--- src/rtl/mul_div_unit_pkg.sv ---
// Shared encodings and sizing for the iterative multiply/divide unit.
package mul_div_unit_pkg;

    localparam int WIDTH = 16;
    localparam int ITER  = 16;

    typedef enum logic [1:0] {
        OP_MULU = 2'b00,
        OP_MULS = 2'b01,
        OP_DIVU = 2'b10,
        OP_DIVS = 2'b11
    } op_e;

    typedef enum logic [1:0] {
        IDLE = 2'b00,
        RUN  = 2'b01,
        FIX  = 2'b10,
        DONE = 2'b11
    } state_e;

endpackage

--- src/rtl/mul_div_unit.sv ---
// Radix-2 multiply/divide: result and done pulse 18 cycles after an accepted start.
// New requests are taken only when busy is low (IDLE or DONE); starts while busy are dropped.
module mul_div_unit
    import mul_div_unit_pkg::*;
#(
    parameter int WIDTH = mul_div_unit_pkg::WIDTH
) (
    input  logic             clk,
    input  logic             reset,
    input  logic             start,
    input  logic [1:0]       op,
    input  logic [WIDTH-1:0] a,
    input  logic [WIDTH-1:0] b,
    output logic             busy,
    output logic             done,
    output logic [WIDTH-1:0] hi,
    output logic [WIDTH-1:0] lo,
    output logic             dbz
);

    localparam int CW = $clog2(WIDTH) + 1;

    state_e             state_q, state_d;
    logic [1:0]         op_q;
    logic [WIDTH-1:0]   a_q;
    logic [WIDTH-1:0]   ma_q;
    logic [WIDTH-1:0]   mb_q;
    logic               neg_lo_q;
    logic               neg_hi_q;
    logic [2*WIDTH-1:0] acc_q;
    logic [WIDTH:0]     rem_q;
    logic [CW-1:0]      cnt_q;
    logic [WIDTH-1:0]   hi_q, lo_q;
    logic               dbz_q;

    logic               accept;
    logic               is_signed_in;
    logic [WIDTH-1:0]   abs_a, abs_b;
    logic [WIDTH:0]     mul_sum;
    logic [2*WIDTH-1:0] mul_next;
    logic [WIDTH+1:0]   div_diff;
    logic               div_fits;
    logic [WIDTH:0]     rem_next;
    logic [WIDTH-1:0]   quo_next;
    logic [2*WIDTH-1:0] prod_fixed;
    logic [WIDTH-1:0]   quo_fixed, rem_fixed;

    assign accept       = start && (state_q == IDLE || state_q == DONE);
    assign is_signed_in = op[0];
    assign abs_a        = (is_signed_in && a[WIDTH-1]) ? -a : a;
    assign abs_b        = (is_signed_in && b[WIDTH-1]) ? -b : b;

    // Multiply step: add multiplicand into the high half when the low bit is set, then shift right.
    assign mul_sum  = {1'b0, acc_q[2*WIDTH-1:WIDTH]} + {1'b0, ma_q & {WIDTH{acc_q[0]}}};
    assign mul_next = {mul_sum, acc_q[WIDTH-1:1]};

    // Restoring divide step: dividend bits shift out of acc_q[WIDTH-1:0], quotient bits shift in.
    assign div_diff = {rem_q, acc_q[WIDTH-1]} - {2'b00, mb_q};
    assign div_fits = ~div_diff[WIDTH+1];
    assign rem_next = div_fits ? div_diff[WIDTH:0] : {rem_q[WIDTH-1:0], acc_q[WIDTH-1]};
    assign quo_next = {acc_q[WIDTH-2:0], div_fits};

    assign prod_fixed = neg_lo_q ? -acc_q : acc_q;
    assign quo_fixed  = neg_lo_q ? -acc_q[WIDTH-1:0] : acc_q[WIDTH-1:0];
    assign rem_fixed  = neg_hi_q ? -rem_q[WIDTH-1:0] : rem_q[WIDTH-1:0];

    always_ff @(posedge clk) begin
        if (reset) begin
            state_q <= IDLE;
        end else begin
            state_q <= state_d;
        end
    end

    always_comb begin
        state_d = state_q;
        case (state_q)
            IDLE:    if (start) state_d = RUN;
            RUN:     if (cnt_q == CW'(WIDTH - 1)) state_d = FIX;
            FIX:     state_d = DONE;
            DONE:    state_d = start ? RUN : IDLE;
            default: state_d = IDLE;
        endcase
    end

    always_comb begin
        busy = (state_q == RUN) || (state_q == FIX);
        done = (state_q == DONE);
    end

    always_ff @(posedge clk) begin
        if (reset) begin
            op_q     <= '0;
            a_q      <= '0;
            ma_q     <= '0;
            mb_q     <= '0;
            neg_lo_q <= 1'b0;
            neg_hi_q <= 1'b0;
            acc_q    <= '0;
            rem_q    <= '0;
            cnt_q    <= '0;
            hi_q     <= '0;
            lo_q     <= '0;
            dbz_q    <= 1'b0;
        end else if (accept) begin
            op_q     <= op;
            a_q      <= a;
            ma_q     <= abs_a;
            mb_q     <= abs_b;
            // lo sign: product/quotient; hi sign: remainder follows the dividend.
            neg_lo_q <= is_signed_in && (a[WIDTH-1] ^ b[WIDTH-1]);
            neg_hi_q <= is_signed_in && a[WIDTH-1];
            acc_q    <= op[1] ? {{WIDTH{1'b0}}, abs_a} : {{WIDTH{1'b0}}, abs_b};
            rem_q    <= '0;
            cnt_q    <= '0;
        end else if (state_q == RUN) begin
            cnt_q <= cnt_q + CW'(1);
            if (op_q[1]) begin
                acc_q <= {{WIDTH{1'b0}}, quo_next};
                rem_q <= rem_next;
            end else begin
                acc_q <= mul_next;
            end
        end else if (state_q == FIX) begin
            if (op_q[1] && mb_q == '0) begin
                hi_q  <= a_q;
                lo_q  <= '1;
                dbz_q <= 1'b1;
            end else if (op_q[1]) begin
                hi_q  <= rem_fixed;
                lo_q  <= quo_fixed;
                dbz_q <= 1'b0;
            end else begin
                {hi_q, lo_q} <= prod_fixed;
                dbz_q        <= 1'b0;
            end
        end
    end

    assign hi  = hi_q;
    assign lo  = lo_q;
    assign dbz = dbz_q;

endmodule

--- config.mk ---
export PLATFORM = sky130hd
export DESIGN_NAME = mul_div_unit
export DESIGN_NICKNAME = d
export VERILOG_FILES = /design/src/rtl/mul_div_unit_pkg.sv /design/src/rtl/mul_div_unit.sv
export SDC_FILE = /design/constraint.sdc
export NUM_CORES = 1
export LEC_CHECK = 0
export ABC_AREA = 1
export CAP_MARGIN = 20
export CORE_MARGIN = 4
export CORE_UTILIZATION = 39
export CTS_CLUSTER_DIAMETER = 80
export DETAILED_ROUTE_END_ITERATION = 8
export PLACE_DENSITY_LB_ADDON = 0.1
export SYNTH_ARGS = -nofsm -noshare
export SYNTH_HDL_FRONTEND = slang
export SYNTH_SLANG_ARGS = --single-unit
--- constraint.sdc ---
create_clock -name clk -period 2.2 [get_ports clk]
set_input_delay 0.55 -clock clk [delete_from_list [all_inputs] [get_ports clk]]
set_output_delay 0.55 -clock clk [all_outputs]
set_load 0.05 [all_outputs]
======== Yosys cells after proc, flatten, opt, wreduce, memory -nomap -nowiden ========
Index checks and enable logic that the tools add are counted.
Widths: inputs -> output; s select.
word-level totals
  register bits after elaboration ......... 141
  output and inout port bits .............. 35
operators by class
  muxes and demuxes ....................... 19
  add/sub/neg operators ................... 8
  reductions and logical operators ........ 14
  equality and inequality tests ........... 6
  bitwise logic cells ..................... 5
operators with widths
  cell                 count
  $mux 16              9
  $mux 32              4
  $neg 16->16          4
  $neg 32->32          1
  $sub 18x16->18       1
  $add 16x16->17       1
  $mux 17              1
  $and 16x16->16       1
  $logic_not 16->1     1
  $pmux 2 s4           1
  $add 5x1->5 const B  1
  $eq 5x4->1 const B   1
  $logic_and 1x1->1    5
  $eq 2x2->1 const B   2
  $mux 2               2
  $ne 2x2->1 const B   2
  $reduce_and 2->1     2
  $not 1->1            3
  $reduce_and 3->1     1
  $eq 2x1->1 const B   1
  $logic_not 2->1      1
  $logic_or 1x1->1     2
  $mux 1               2
  $reduce_bool 2->1    1
  other kinds (2)      2

======== Depth between registers and ports, before layout ========
Gate-level depths: netlist of run 1.
  depth in word-level cells ............... 5
  depth in mapped cells ................... 17
  mapped depth without buffers ............ 16

======== Worst setup path after synthesis of run 1 ========
OpenSTA, ideal clock, no wires.
  kind .................................... register to register
  from .................................... reg acc_q[0]
  to ...................................... reg acc_q[31]
  stages on the path, launching flop included .. 17
  clock period less this slack ............ 2.343 ns
  data arrival time ....................... 2.272 ns
  library setup time ...................... 0.070 ns
  slack ................................... -0.143 ns
  cell sequence ........................... dfxtp_1 -> clkbuf_1 -> nand2_1 -> inv_1 -> ha_1 -> inv_1 -> fa_1 -> nand3b_1 -> nand2_1 -> nand2_1 -> a21oi_1 -> nand3_1 -> nand2_1 -> nand3_1 -> nand2_1 -> nand2_1 -> a21oi_1
between the ends
  longest elaborated chain between the ends .. 5
RTL lines
  what                      RTL line             text
  start: declaration        mul_div_unit.sv:30   logic [2*WIDTH-1:0] acc_q;
  start signal: assignment  mul_div_unit.sv:113  acc_q <= op[1] ? {{WIDTH{1'b0}}, abs_a} : {{WIDTH{1'b0}}, abs_b};
  start signal: assignment  mul_div_unit.sv:119  acc_q <= {{WIDTH{1'b0}}, quo_next};
  start signal: assignment  mul_div_unit.sv:122  acc_q <= mul_next;
  $and 16x16->16            mul_div_unit.sv:54   assign mul_sum = {1'b0, acc_q[2*WIDTH-1:WIDTH]} + {1'b0, ma_q & {WIDTH{acc_q[0]}}};
  $add 16x16->17            mul_div_unit.sv:54
  $mux 32                   mul_div_unit.sv:118  if (op_q[1]) begin
  $mux 32                   mul_div_unit.sv:116  end else if (state_q == RUN) begin
  $mux 32                   mul_div_unit.sv:105  end else if (accept) begin
Every way passes these cells. The select of a mux whose other input is x is not followed.
A chain may end at the register's enable or synchronous reset.

======== Final worst setup path of run 1 ========
  from .................................... reg acc_q[0]
  to ...................................... reg acc_q[21]
Same word-level chain as after synthesis.

==> results of run 1 <==
-- layout by cell type (no fill, tap or decap), drive strengths merged, types with 4 or more instances in the layout --
| cell | count |
|---|---|
| a21oi | 129 |
| a221oi | 11 |
| a22oi | 5 |
| a31oi | 14 |
| buf | 145 |
| clkbuf | 18 |
| clkdlybuf4s50 | 67 |
| clkinv | 4 |
| clkinvlp | 4 |
| dfxtp | 139 |
| ha | 43 |
| inv | 231 |
| nand2 | 416 |
| nand3 | 149 |
| nand3b | 13 |
| nand4 | 21 |
| nor2 | 150 |
| nor3 | 18 |
| o211ai | 11 |
| o21ai | 99 |
| o22ai | 23 |
| or2 | 4 |
| xnor2 | 8 |
| xor2 | 26 |
-- worst max-delay path by stage --
| stage | startpoint | endpoint | slack, ns | depth (start not counted) |
|---|---|---|---|---|
| 2_1_floorplan | state_q[0] | acc_q[3] | 0.02 | 10 |
| 3_3_place_gp | a[1] | acc_q[11] | -0.29 | 12 |
| 3_5_place_dp | a[1] | acc_q[11] | -0.31 | 12 |
| 4_1_cts | acc_q[0] | hi[8] | 0.003 | 13 |
| 5_1_grt | acc_q[0] | acc_q[31] | -0.1 | 15 |
| 6_report | acc_q[0] | acc_q[21] | 0.06 | 14 |
-- layout make-up --
class                   count  area (sq um)
clock buffers              18           439
clock inverters            14           126
fillers                  2525         11700
inverters                 225           848
multi-input cells        1155          6230
flip-flops and latches    139          2790
well taps                 324           405
repair buffers            214          1860
-- critical path, delay by kind of cell, from the launching register on --
kind | cells | cell delay [ns]
AO/OA/AOI/OAI | 4 | 0.42
adder cells (fa/ha/maj) | 2 | 0.50
buffers and inverters | 4 | 0.33
flip-flops | 1 | 0.35
AND/OR/NAND/NOR | 4 | 0.42
-- per-stage QoR --
| step | hold WS (ns) | worst slack, ns | TNS, ns | area [sq um] | utilization |
|---|---|---|---|---|---|
| 6_report | 0.466 | 0.0576 | 0 | 12700 | 0.520 |
| 5_1_grt | 0.486 | -0.0959 | -0.385 | 12700 | 0.520 |
| 4_1_cts | 0.466 | 0.00313 | 0 | 12300 | 0.503 |
| 3_5_place_dp | 0.455 | -0.308 | -9.48 | 11700 | 0.479 |
| 3_3_place_gp | 0.458 | -0.286 | -8.41 | 11700 | 0.479 |
| 2_1_floorplan | 0.429 | 0.0181 | 0 | 9720 | - |
-- sequential cells by signal, indices dropped and copies added, names as in the netlist --
signal and cells:
neg_hi_q 1, neg_lo_q 1, hi 16, ma_q 15, lo 16, acc_q 32, a_q 16, dbz 1
cnt_q 5, op_q 1, mb_q 16, state_q 2, rem_q 17
-- cells by family (layout without fill, tap and decap cells) --
logic type | after synthesis | after routing | share of synthesized area
muxes | 1 | 1 | 0.00103
xor gates and xnor gates | 34 | 34 | 0.0306
AOI/OAI and AO/OA | 302 | 302 | 0.173
adders and majority gates | 45 | 45 | 0.0595
buffers and inverters | 284 | 471 | 0.113
and+or+nand+nor | 772 | 773 | 0.337
DFF | 139 | 139 | 0.286
-- power by group --
group | internal (mW) | leakage (nW) | switching (mW) | total, mW
clock network | 1.52 | 0.271 | 1.32 | 2.84
logic | 2.81 | 4.58 | 4.91 | 7.71
registers | 3.05 | 1.14 | 0.441 | 3.49
total | 7.37 | 5.99 | 6.67 | 14.0
-- routing by layer --
| metal | part of all wire | vias to the layer above | track usage |
|---|---|---|---|
| met3 | 0.045 | 53 | 0.0279 |
| met4 | 0.024 | 0 | 0.0696 |
| li1 | - | 5501 | - |
| met2 | 0.49 | 287 | 0.424 |
| met5 | 0 | - | 0 |
| met1 | 0.45 | 5052 | 0.326 |
-- repair_timing --
item	in CTS	in global routing
setup buffers	0	6
gates resized for setup	8	77
gates cloned	0	1
endpoints found under the setup margin	9	50
pin swaps	1	18
==> metrics.yaml, run 1 <==
status: "completed"
postCtsHoldBufs: 0
grt_max_degree: 59
port_buffers: 71
core-area_sq_um: 24400
min_to: "hi[3]"
required_ns: 2.50
rsz0062_at_grt: "yes"
antenna_cells: 0
tritoncts: "built"
setup_viol_count_final: 0
path_cells: "nand2_2 > inv_2 > ha_4 > inv_2 > fa_2 > nand3b_1 > nand2_2 > nand2_2 > a21oi_4 > buf_4 > buf_4 > a21oi_1 > o21ai_0 > a21oi_1"
drive_above_1_share: 0.155
hold_path_class: "reg -> reg"
slew_violations: 0
fin_nets: 1834
max_slew_margin: 0.607
fmax_mhz: 467
worstPathMaxFanout: 4
grt_pass1_vias: 10400
hpwlAfterDp_microns: 27500
clk_latency_ns: 0.44
syn-num-nets: 1659
p_leak_nw: 5.99
min_path_cells: 2
initial_core_util: 0.398
numPlacedInstances: 2050
worst_path_max_delay_cell: "fa_2"
synth.yosys.seq_area_share: 0.286
wl_per_cell_microns: 16.8
rows: 57
tightestPinTransition_ns: 0.584
first_pass_iters: 6
gr-usage-all-layers: 0.246
dieWidth_microns: 166
r2r_cells: 14
drcViolationCount: 0
finalCritPeriodShare: 0.974
yosysMostFrequentCell: "nand2_1"
htreeDepth: 4
synth_top_area_frac: 0.286
clock-sinks: 139
grt-ovfl-total: 0
finalWeightedCongestion: 0.926
hold_viol_final: 0
arrival_ns: 2.44
synth_area_leaders: "dfxtp_1, nand2_1, inv_1, nand3_1, a21oi_1"
crit_path_end_kind: "flop"
stdcell_count: 2089
io_pins: 72
drtIter0Drc: 809
crit_path_frequent_cell: "nand2_2"
timing.rr.end: "acc_q[21]"
synthArstFlopShare: 0
critPathKind: "reg -> reg"
cts_root_buf: "clkbuf_16"
antenna_found_initial: 0
ys_warn_count: 0
die-area_sq_um: 27500
synth_area_per_cell_sq_um: 6.16
ant_nets: 0
viasPerCell: 5.21
synth_common_cells: "nand2_1, inv_1, nand3_1"
clk_path_buf_depth: 2
peakVddDrop_mv: 0.572
synth.largest_area_cell: "dfxtp_1"
fp.dieH_microns: 166
vias: 10900
fin_skew_ns: 0.0125
synth_edf_count: 0
area_delta_synth_final_pct: 30.6
r2r_start: "acc_q[0]"
slowest_delay_ns: 0.37
min_from: "hi[3]"
synthFlopType: "dfxtp_1"
syn_inst: 1577
startpoint_type: "flop"
ys_types: 41
layout_min_cycle_time_ns: 2.14
numCtsBuffers: 17
wirelength_microns: 35100
synth_area_sq_um: 9720
grt_pass1_wl_microns: 55000
rrSetupSlack_ns: 0.06
drv_cap: 0
synth-seq-cells: 139
power_mw: 14.0
path_clk_slew_ns: 0.07
p_per_area_nw_per_um2: 1110
No activity file was read; power rests on OpenSTA's default activity.
==> run 2: changes to the inputs <==
==> constraint.sdc (replaced) <==
create_clock -name clk -period 2.2 [get_ports clk]
set_input_delay 0.22 -clock clk [delete_from_list [all_inputs] [get_ports clk]]
set_output_delay 0.22 -clock clk [all_outputs]
set_load 0.05 [all_outputs]
==> run 2 against run 1 <==
Net effect: wire length decreased by 3.4%; non-clock buffer count decreased by 58; highest routed layer unchanged; sequential power about the same.
==> metrics.yaml, run 2 (same netlist as run 1, synthesis figures left out) <==
clock-sinks: 139
hpwlAfterDp_microns: 26700
layout_min_cycle_time_ns: 2.08
mostFrequentLayoutCells: "nand2_1, inv_1, nand3_1, nor2_1, dfxtp_1"
grt-ovfl-total: 0
finalWeightedCongestion: 0.912
whs_ns: 0.431
routedLengthMet1_microns: 15700
postCtsHoldBufs: 0
p_leak_nw: 5.69
peakVddDrop_mv: 0.674
p_int_mw: 7.29
numCtsBuffers: 17
final_common_cell: "nand2_1"
die-area_sq_um: 27500
vias: 10500
tightestPinTransition_ns: 0.526
dr_wl_met3_microns: 1360
top_register: "acc_q"
clk_path_buf_depth: 2
first_pass_iters: 8
finalCritPeriodShare: 0.946
critPathKind: "reg -> reg"
fmax_mhz: 480
grt_pass1_wl_microns: 53900
power.share.switching: 0.472
crit_path_end_kind: "flop"
rsz0062_at_grt: "yes"
ant_nets: 0
drive_above_1_share: 0.105
p_sw_mw: 6.51
min_path_cells: 3
setup_viol_count_final: 0
largest_reg_flops: 32
htreeDepth: 4
core-area_sq_um: 24400
placed_cell_area_sq_um: 11300
fin_util: 0.496
antenna_found_initial: 0
tritoncts: "built"
initial_core_util: 0.398
grt_max_degree: 59
reg.largest.list: "acc_q (32), rem_q (17)"
port_buffers: 71
wl_per_cell_microns: 16.7
area_delta_synth_final_pct: 24.4
design_area_sq_um: 12100
wirelength_microns: 34000
cts_root_buf: "clkbuf_16"
fin_nets: 1776
arrival_ns: 2.45
fp.dieH_microns: 166
clkPwrFrac: 0.215
drtIter0Drc: 833
clk_latency_ns: 0.44
pwr-share-comb: 0.532
drv_cap: 0
power_mw: 13.8
antenna_cells: 0
drcViolationCount: 0
pwr-share-seq: 0.253
hold_viol_final: 0
required_ns: 2.57
dieWidth_microns: 166
r2r_cells: 15
finalSetupTns_ns: 0
hold_path_class: "in -> reg"
io_pins: 72
slew_violations: 0
fin_skew_ns: 0.0135
highest_layer: "met4"
grt_pass1_vias: 10100
path_clk_slew_ns: 0.06
status: "completed"
rows: 57
viasPerCell: 5.16
max_slew_margin: 0.649
startpoint_type: "flop"
dr_wl_met2_microns: 16100
worstPathMaxFanout: 4
gr-usage-all-layers: 0.241
p_per_area_nw_per_um2: 1140
[run 2: changes by cell type in the layout (fill, tap and decap cells not counted), sizes merged]
| cell | before | now |
|---|---|---|
| buf | 145 | 86 |
| clkdlybuf4s50 | 67 | 70 |
| inv | 231 | 228 |
| bufinv | 0 | 2 |
| clkinv | 4 | 6 |
| dlymetal6s2s | 2 | 0 |
| clkinvlp | 4 | 3 |
[run 2: layer usage]
layer  track usage  vias up
met4        0.0617        0
met2         0.417      240
met5             0        -
li1              -     5400
met1         0.318     4802
met3        0.0326       41
[run 2: final cells by class]
type,instances,area (sq um)
repair buffers,156,1410
multi-input cells,1155,6050
fillers,2553,12300
well taps,324,405
clock inverters,14,159
clock buffers,18,429
flip-flops and latches,139,2790
inverters,225,848
[run 2: path summary, 6_finish.rpt]
kind / start / end / slack (ns)
worst max-delay path: acc_q[0] / acc_q[31] / 0.12
worst min-delay path: a[13] / ma_q[13] / 0.43
worst max register to register: acc_q[0] / acc_q[31] / 0.12
worst min register to register: hi[7] / hi[7] / 0.47
[run 2: through the flow]
step,setup WS (ns),std cells
3_5_place_dp,-0.0721,1995
5_1_grt,-0.0464,2031
3_3_place_gp,-0.0515,1995
2_1_floorplan,0.0181,1577
4_1_cts,0.00939,2028
6_report,0.118,2031
[run 2: critical path: stages, from the launching register on]
cell and delay, ns:
dfxtp_2 0.36, nand2_1 0.05, inv_1 0.05, ha_1 0.15, inv_1 0.06, fa_2 0.34
nand3b_1 0.18, nand2_1 0.11, nand2_2 0.08, a21oi_4 0.18, nand3_2 0.12, nand2_2 0.08
nand3_1 0.06, nand2_1 0.06, nand2_1 0.05, a21oi_1 0.11
[run 2: what timing repair did]
action	in CTS	in global routing
resized for setup	3	38
setup endpoints to repair	2	39
gates cloned	0	1
buffers inserted	1	2
pin swaps	1	10
[run 2: power by group through the flow]
stage               logic [mW]  clock network [mW]  registers, mW
global route              8.14                3.10           3.56
CTS                       7.11                3.02           3.47
global placement          7.04                   0           3.52
detailed placement        7.07                   0           3.52
floorplan                 4.33                   0           3.85
finish                    7.34                2.96           3.49
